--- src/rtl/rv_writeback_if.sv ---
// Execute/data-memory to writeback bundle, plus the register-file write port.
// The slave modport is the writeback stage; the master is the pipeline/memory side.
interface rv_writeback_if;
    logic [2:0]  x_fun_i;
    logic        x_load_i;
    logic        x_store_i;
    logic [4:0]  x_rd_i;
    logic [31:0] x_rd_value_i;
    logic        x_rd_write_i;
    logic [31:0] x_dm_addr_i;
    logic [31:0] dm_data_l_i;
    logic        dm_load_done_i;
    logic        dm_store_done_i;
    logic        w_stall_req_o;
    logic [4:0]  rf_rd_o;
    logic [31:0] rf_rd_value_o;
    logic        rf_rd_write_o;

    modport slave (
        input  x_fun_i, x_load_i, x_store_i, x_rd_i, x_rd_value_i, x_rd_write_i,
        input  x_dm_addr_i, dm_data_l_i, dm_load_done_i, dm_store_done_i,
        output w_stall_req_o, rf_rd_o, rf_rd_value_o, rf_rd_write_o
    );

    modport master (
        output x_fun_i, x_load_i, x_store_i, x_rd_i, x_rd_value_i, x_rd_write_i,
        output x_dm_addr_i, dm_data_l_i, dm_load_done_i, dm_store_done_i,
        input  w_stall_req_o, rf_rd_o, rf_rd_value_o, rf_rd_write_o
    );
endinterface

--- src/rtl/rv_writeback.sv ---
// Writeback stage: completes loads/stores and issues one registered rf write per instruction.
// Latency: 1 cycle from capture (non-load) or from the cycle load-done is seen.
// Backpressure: combinational stall request while a data-memory access is incomplete.
module rv_writeback (
    input  logic           clk_i,
    input  logic           rst_n_i,
    rv_writeback_if.slave  bus
);
    typedef enum logic [1:0] {S_IDLE, S_WAIT_LOAD, S_WAIT_STORE} state_t;

    state_t      state, state_nxt;
    logic [2:0]  fun_q;
    logic [4:0]  rd_q;
    logic        rd_write_q;
    logic [1:0]  addr_q;
    logic        lat_en;
    logic        stall;
    logic        wr_en;
    logic [4:0]  wr_rd;
    logic [31:0] wr_val;
    logic        unused_addr;

    assign unused_addr = ^bus.x_dm_addr_i[31:2];

    function automatic logic [31:0] load_fmt(input logic [2:0] fun, input logic [1:0] a,
                                             input logic [31:0] d);
        logic [7:0]  b;
        logic [15:0] h;
        logic [31:0] r;
        case (a)
            2'd0:    b = d[7:0];
            2'd1:    b = d[15:8];
            2'd2:    b = d[23:16];
            default: b = d[31:24];
        endcase
        h = a[1] ? d[31:16] : d[15:0];
        case (fun)
            3'b000:  r = {{24{b[7]}}, b};
            3'b100:  r = {24'd0, b};
            3'b001:  r = {{16{h[15]}}, h};
            3'b101:  r = {16'd0, h};
            3'b010:  r = d;
            default: r = 32'd0;
        endcase
        return r;
    endfunction

    always_comb begin
        state_nxt = state;
        stall     = 1'b0;
        lat_en    = 1'b0;
        wr_en     = 1'b0;
        wr_rd     = 5'd0;
        wr_val    = 32'd0;
        case (state)
            S_IDLE: begin
                if (bus.x_load_i) begin
                    // load wins over a simultaneous store
                    lat_en = 1'b1;
                    if (bus.dm_load_done_i) begin
                        wr_en  = bus.x_rd_write_i;
                        wr_rd  = bus.x_rd_i;
                        wr_val = load_fmt(bus.x_fun_i, bus.x_dm_addr_i[1:0], bus.dm_data_l_i);
                    end else begin
                        state_nxt = S_WAIT_LOAD;
                        stall     = 1'b1;
                    end
                end else if (bus.x_store_i) begin
                    if (!bus.dm_store_done_i) begin
                        state_nxt = S_WAIT_STORE;
                        stall     = 1'b1;
                    end
                end else if (bus.x_rd_write_i) begin
                    wr_en  = 1'b1;
                    wr_rd  = bus.x_rd_i;
                    wr_val = bus.x_rd_value_i;
                end
            end
            S_WAIT_LOAD: begin
                if (bus.dm_load_done_i) begin
                    wr_en     = rd_write_q;
                    wr_rd     = rd_q;
                    wr_val    = load_fmt(fun_q, addr_q, bus.dm_data_l_i);
                    state_nxt = S_IDLE;
                end else begin
                    stall = 1'b1;
                end
            end
            S_WAIT_STORE: begin
                if (bus.dm_store_done_i) state_nxt = S_IDLE;
                else                     stall     = 1'b1;
            end
            default: state_nxt = S_IDLE;
        endcase
    end

    assign bus.w_stall_req_o = rst_n_i & stall;

    always_ff @(posedge clk_i) begin
        if (!rst_n_i) begin
            state             <= S_IDLE;
            fun_q             <= 3'd0;
            rd_q              <= 5'd0;
            rd_write_q        <= 1'b0;
            addr_q            <= 2'd0;
            bus.rf_rd_write_o <= 1'b0;
            bus.rf_rd_o       <= 5'd0;
            bus.rf_rd_value_o <= 32'd0;
        end else begin
            state             <= state_nxt;
            bus.rf_rd_write_o <= wr_en && (wr_rd != 5'd0);
            if (lat_en) begin
                fun_q      <= bus.x_fun_i;
                rd_q       <= bus.x_rd_i;
                rd_write_q <= bus.x_rd_write_i;
                addr_q     <= bus.x_dm_addr_i[1:0];
            end
            if (wr_en) begin
                bus.rf_rd_o       <= wr_rd;
                bus.rf_rd_value_o <= wr_val;
            end
        end
    end
endmodule

--- src/flat_wrapper.sv ---
// flat-port wrapper written by rule: the top's interface ports become plain ports
module rv_writeback_flat 
  (clk_i, rst_n_i, bus_x_fun_i, bus_x_load_i, bus_x_store_i, bus_x_rd_i, bus_x_rd_value_i, bus_x_rd_write_i, bus_x_dm_addr_i, bus_dm_data_l_i, bus_dm_load_done_i, bus_dm_store_done_i, bus_w_stall_req_o, bus_rf_rd_o, bus_rf_rd_value_o, bus_rf_rd_write_o);
  rv_writeback_if bus_i ();
  input  logic clk_i;
  input  logic rst_n_i;
  input wire logic [$bits(bus_i.x_fun_i)-1:0] bus_x_fun_i;
  input wire logic [$bits(bus_i.x_load_i)-1:0] bus_x_load_i;
  input wire logic [$bits(bus_i.x_store_i)-1:0] bus_x_store_i;
  input wire logic [$bits(bus_i.x_rd_i)-1:0] bus_x_rd_i;
  input wire logic [$bits(bus_i.x_rd_value_i)-1:0] bus_x_rd_value_i;
  input wire logic [$bits(bus_i.x_rd_write_i)-1:0] bus_x_rd_write_i;
  input wire logic [$bits(bus_i.x_dm_addr_i)-1:0] bus_x_dm_addr_i;
  input wire logic [$bits(bus_i.dm_data_l_i)-1:0] bus_dm_data_l_i;
  input wire logic [$bits(bus_i.dm_load_done_i)-1:0] bus_dm_load_done_i;
  input wire logic [$bits(bus_i.dm_store_done_i)-1:0] bus_dm_store_done_i;
  output wire logic [$bits(bus_i.w_stall_req_o)-1:0] bus_w_stall_req_o;
  output wire logic [$bits(bus_i.rf_rd_o)-1:0] bus_rf_rd_o;
  output wire logic [$bits(bus_i.rf_rd_value_o)-1:0] bus_rf_rd_value_o;
  output wire logic [$bits(bus_i.rf_rd_write_o)-1:0] bus_rf_rd_write_o;
  assign bus_i.x_fun_i = bus_x_fun_i;
  assign bus_i.x_load_i = bus_x_load_i;
  assign bus_i.x_store_i = bus_x_store_i;
  assign bus_i.x_rd_i = bus_x_rd_i;
  assign bus_i.x_rd_value_i = bus_x_rd_value_i;
  assign bus_i.x_rd_write_i = bus_x_rd_write_i;
  assign bus_i.x_dm_addr_i = bus_x_dm_addr_i;
  assign bus_i.dm_data_l_i = bus_dm_data_l_i;
  assign bus_i.dm_load_done_i = bus_dm_load_done_i;
  assign bus_i.dm_store_done_i = bus_dm_store_done_i;
  assign bus_w_stall_req_o = bus_i.w_stall_req_o;
  assign bus_rf_rd_o = bus_i.rf_rd_o;
  assign bus_rf_rd_value_o = bus_i.rf_rd_value_o;
  assign bus_rf_rd_write_o = bus_i.rf_rd_write_o;
  rv_writeback u_core (.clk_i(clk_i), .rst_n_i(rst_n_i), .bus(bus_i));
endmodule
--- config.mk ---
export PLATFORM = sky130hd
export DESIGN_NAME = rv_writeback_flat
export DESIGN_NICKNAME = d
export VERILOG_FILES = /design/src/rtl/rv_writeback_if.sv /design/src/rtl/rv_writeback.sv /design/src/flat_wrapper.sv
export SDC_FILE = /design/constraint.sdc
export NUM_CORES = 1
export LEC_CHECK = 0
export CORE_MARGIN = 1.5
export CORE_UTILIZATION = 45
export CTS_CLUSTER_SIZE = 30
export DETAILED_ROUTE_END_ITERATION = 6
export PLACE_DENSITY = 0.9
export SLEW_MARGIN = 20
export SYNTH_ARGS = -nofsm -noshare
export SYNTH_HDL_FRONTEND = slang
export SYNTH_SLANG_ARGS = --single-unit
--- constraint.sdc ---
create_clock -name clk_i -period 2.51 [get_ports clk_i]
set_clock_uncertainty 0.15 [all_clocks]
set_input_delay 0.502 -clock clk_i [delete_from_list [all_inputs] [get_ports clk_i]]
set_output_delay 0.502 -clock clk_i [all_outputs]
set_load 0.05 [all_outputs]
# Word-level counts from Yosys, hierarchy flattened
# Index checks and enable logic that the tools add are counted.
dict set report word_totals {
  ff_bits 51
  inputBits 111
  output_inout_bits 39
  wordCells 74
}
dict set report op_classes {
  eq_ne 19
  muxes 38
  n_bitwise 1
  reduce_logical 8
}
# operator count
set ops {}
lappend ops {{32-bit case mux with 5 select lines} 2}
lappend ops {{32-bit two-way mux} 5}
lappend ops {{32-bit case mux with 2 select lines} 1}
lappend ops {{8-bit case mux with 3 select lines} 2}
lappend ops {{16-bit two-way mux} 2}
lappend ops {{5-bit two-way mux} 5}
lappend ops {{3-bit == test (second input constant)} 4}
lappend ops {{2-bit two-way mux} 6}
lappend ops {{1-bit two-way mux} 11}
lappend ops {{5-bit case mux with 2 select lines} 1}
lappend ops {{3-bit inequality test (second input constant)} 3}
lappend ops {{2-bit by 1-bit == test with 1-bit output (second input constant)} 3}
lappend ops {{2-bit == test (second input constant)} 3}
lappend ops {{3-bit by 1-bit == test with 1-bit output (second input constant)} 2}
lappend ops {{3-bit by 2-bit == test with 1-bit output (second input constant)} 2}
lappend ops {{2-bit zero test} 3}
lappend ops {{3-bit zero test} 2}
lappend ops {{2-bit case mux with 3 select lines} 1}
lappend ops {{5-bit AND reduction} 1}
lappend ops {{5-bit nonzero test} 1}
lappend ops {{2-bit inequality test (second input constant)} 2}
lappend ops {{1-bit case mux with 3 select lines} 1}
lappend ops {{1-bit case mux with 2 select lines} 1}
lappend ops {{1-bit bitwise AND} 1}
lappend ops {{1-bit logical AND} 1}

# Longest topological paths before layout
dict set report depth {
  word_depth 6
  depth_mapped 8
  ltp_nobuf 5
}

# Worst setup path after synthesis
# OpenSTA, ideal clock, no wires.
dict set report synth_path {
  path_kind {input -> output}
  start {input port rst_n_i}
  end {output port bus_w_stall_req_o}
  arrival_ns 1.548
  path_slack_ns 0.310
  cell_stages 3
  cell_sequence {clkbuf_1 -> nand2_1 -> a21oi_1}
}
dict set report synth_via {
  elab_chain_cells 1
}
# element line
set synth_lines {}
lappend synth_lines {{start, declared} flat_wrapper.sv:6} ;# input logic rst_n_i;
lappend synth_lines {{1-bit bitwise AND} rv_writeback.sv:97} ;# assign bus.w_stall_req_o = rst_n_i & stall;
lappend synth_lines {{end, declared} flat_wrapper.sv:17} ;# output wire logic [$bits(bus_i.w_stall_req_o)-1:0] bus_w_stall_req_o;
# No other way between the ends.

# Worst setup path after layout
dict set report layout_path {
  start {input port bus_x_dm_addr_i[1]}
  end {register u_core.bus.rf_rd_value_o[7]}
}
dict set report layout_via {
  elab_chain_cells 6
  elab_cells_between_ends 9
  classes_between {eq/ne: 2; mux: 6; reduce/logical: 1}
}
# element line
set layout_lines {}
lappend layout_lines {{start, declared} flat_wrapper.sv:13} ;# input wire logic [$bits(bus_i.x_dm_addr_i)-1:0] bus_x_dm_addr_i;
lappend layout_lines {{2-bit == test, or another cell as far along} rv_writeback.sv:30} ;# case (a)
lappend layout_lines {{8-bit case mux with 3 select lines} rv_writeback.sv:30}
lappend layout_lines {{32-bit case mux with 5 select lines (*)} rv_writeback.sv:37} ;# case (fun)
lappend layout_lines {{32-bit two-way mux (*)} rv_writeback.sv:60} ;# if (bus.dm_load_done_i) begin
lappend layout_lines {{32-bit two-way mux (*)} rv_writeback.sv:57} ;# if (bus.x_load_i) begin
lappend layout_lines {{32-bit case mux with 2 select lines (*)} rv_writeback.sv:55} ;# case (state)
lappend layout_lines {{end signal, assigned} rv_writeback.sv:120} ;# bus.rf_rd_value_o <= wr_val;
lappend layout_lines {{end, declared} rv_writeback_if.sv:22} ;# output w_stall_req_o, rf_rd_o, rf_rd_value_o, rf_rd_write_o
# Every way passes the cells marked *; elsewhere a longest branch is shown, timed or not.
# A chain may end at the register's enable or synchronous reset.

==> metrics.cfg <==
[status]
outcome=complete, but fails checks
violations=DRC

[clocking]
cts_sinks=51
htreeDepth=2
cts_buffers=5
clock_latency_ps=310
clockBufferDepth=2
path_clk_slew_ps=100
ctsRootBufferMaster=clkbuf_8
tritoncts=yes

[floorplan]
die-area_um2=9030
num_rows=33
die_x_um=95
coreArea_um2=8220
fp.dieH_um=95
ios=150
start_util_pct=46.4

[timing]
fmax_mhz=414
period_minus_slack_ps=2410
rsz0062_at_grt=false
tns_ps=0
final.period_utilization_pct=96.1
drv_slew=0
setup_viol=0
worst_pin_slew_ps=533
hold_violations=0
slew_headroom_pct=64.3
fin_ws_ps=96.7

[critical_path]
cp-end-kind=flip-flop
crit_path_cell_trace=clkdlybuf4s50_1 > mux4_2 > a222oi_1 > o21ai_1 > a21oi_1 > a21oi_1
path_class=in2reg
max_stage_delay_ps=600
worst-r2r-setup-slack_ps=360
cp_slowest_cell=clkdlybuf4s50_1
crit_buf_inv=1
crit_path_max_fanout=3
cp.required_ps=2570
start_kind=input pin
cp_common_cell=a21oi_1
worstPathArrival_ps=2480
crit_family=compound AO/OA/AOI/OAI gates

[grt]
antenna_found_initial=0
track_usage_pct=31.5
overflow=0
grt_pass1_wl_um=22000
grt_max_degree=35
grt_pass1_vias=4379

[drt]
drt.antenna.violating_nets=0
drt-total-wl_um=14200
wire_per_inst_um=20.6
drcViolationCount=4
avgViaCountPerCell=6.66
detail_route.iter0.violations=618
drtPass1Iterations=7
num_vias=4596

[layout]
area_growth_pct=42.9
drive_above_1_share_pct=18.5
post-route-cell-area_um2=5440
nets=695
final_cells=690
diodes=0

[power]
vdd_ir_drop_max_mv=0.239
p_leak_nw=1.86
clkPwrFrac_pct=23.5
switching_share_pct=35.4
p_switching_mw=0.789
power_density_nw_per_um2=410
combPwrFrac_pct=37.3
seqPwrFrac_pct=39.1
p_int_mw=1.44

[synthesis]
synth-edff-count=0
syn-instance-count=449
yosys_most_used_dff=dfxtp_1
synth_area_um2=3810
async_flop_share_pct=0
syn_avg_cell_area_um2=8.48
yosysSeqAreaShare_pct=26.8
ys_types=58
ys.warnings.count=0
ys_ff_latch=51
syn-num-nets=560

[placement]
detailed_place.area_um2=5330
dp_cells=682
dp_hpwl_um=10600
gp_congestion=0.976
port_buffers=119
place_ws_ps=-169

[flow_run]
maxCapViolCount=0

[min_path]
min-delay-path-class=reg2reg

[registers in the layout, summed over array words and instances, names as in the netlist]
register,cells
u_core.bus.rf_rd_value_o,32
u_core.state,2
u_core.rd_q,5
u_core.rd_write_q,1
u_core.addr_q,2
u_core.bus.rf_rd_write_o,1
u_core.bus.rf_rd_o,5
u_core.fun_q,3
[worst register-to-register path, delay by kind of cell, from the launching register on]
family          cells  cell delay, ps
compound gates      2             580
flops               1             520
simple gates        3             840
[per-layer routing]
| metal | wire length (um) | GRT usage [%] |
|---|---|---|
| met1 | 5540 | 41.8 |
| met2 | 6440 | 50.7 |
| met3 | 1630 | 4.91 |
| met4 | 571 | 13.2 |
| met5 | 0 | 0 |
[kinds of logic after synthesis]
group / after synthesis / synth area share [%]
AND/OR/NAND/NOR: 144 / 17.9
AO/OA/AOI/OAI: 181 / 37.9
buffers and inverters: 44 / 6.47
flip-flops: 51 / 26.8
multiplexers: 29 / 10.8
[synthesized netlist by cell type, drive strengths merged (2+ instances only)]
cell	n	area [um^2]
a21o	17	128
clkbuf	13	48.8
or4	2	15.0
a22oi	8	60.1
buf	27	183
nand2b	2	12.5
mux4	8	180
inv	4	15.0
o221ai	17	155
a32oi	16	140
a222oi	14	140
o21bai	2	18.8
mux2	18	203
nor3	8	40.0
nor2	34	135
mux2i	3	30.0
and2	3	23.8
o21ai	15	75.1
a21oi	40	226
a31oi	2	12.5
and3b	2	17.5
a221oi	16	140
o32ai	4	35.0
o211ai	7	66.3
nor3b	3	38.8
nor2b	5	38.8
a221o	12	120
a211oi	2	15.0
o32a	2	20.0
dfxtp	51	1020
nand2	81	317
[final timing paths]
kind | startpoint | end | depth (start not counted)
worst min-delay path | u_core.rd_q[2] | u_core.rd_q[2] | 2
worst max register to register | u_core.state[0] | u_core.bus.rf_rd_value_o[5] | 5
worst min register to register | u_core.rd_q[2] | u_core.rd_q[2] | 2
worst max-delay path | bus_x_dm_addr_i[1] | u_core.bus.rf_rd_value_o[7] | 6
[stage by stage]
| step | power [mW] | util (%) | hold WS, ps |
|---|---|---|---|
| finish | 2.23 | 66.2 | 334 |
| CTS | 2.21 | 66.1 | 337 |
| global placement | 1.68 | 64.9 | 303 |
| floorplan | 1.34 | - | 294 |
| global route | 2.31 | 66.2 | 356 |
| detailed placement | 1.70 | 64.9 | 323 |
[power groups by stage]
stage	Sequential, mW	Clock, mW	Combinational [mW]
after floorplan	0.970	0	0.372
after global placement	0.890	0	0.786
after detailed placement	0.892	0	0.807
after CTS	0.873	0.525	0.812
after global routing	0.879	0.555	0.876
final	0.873	0.525	0.832
[placed cells by master, fill, tap and decap left out, types with 6 or more instances in the layout]
master	netlist	final
o211ai_1	6	6
mux2_2	18	18
mux4_2	8	8
a22oi_1	8	8
clkdlybuf4s50_1	0	118
nand2_1	78	78
a222oi_1	14	14
nor3_1	8	8
a221oi_1	16	16
a221o_1	12	12
o21ai_0	13	12
nor2_1	31	31
a32oi_1	16	16
dfxtp_1	51	51
buf_4	5	45
a21o_1	17	17
clkbuf_8	0	6
a21oi_1	37	36
o221ai_1	16	16
[what timing repair did]
action | CTS | global route
buffers inserted | 0 | 0
hold endpoints to repair | 0 | 0
hold buffers | 0 | 0
resized for setup | 0 | 3
setup endpoints to repair | 0 | 2
[area by class of cell]
cell class                      instances  area [um^2]
Clock inverter                          2         16.3
Clock buffer                            6         82.6
Tap cell                              105          131
Inverter                                4         15.0
Timing Repair Buffer                  168         1620
Sequential cell                        51         1020
Fill cell                             666         2770
Multi-Input combinational cell        354         2560
(Power assumes the default switching activity.)
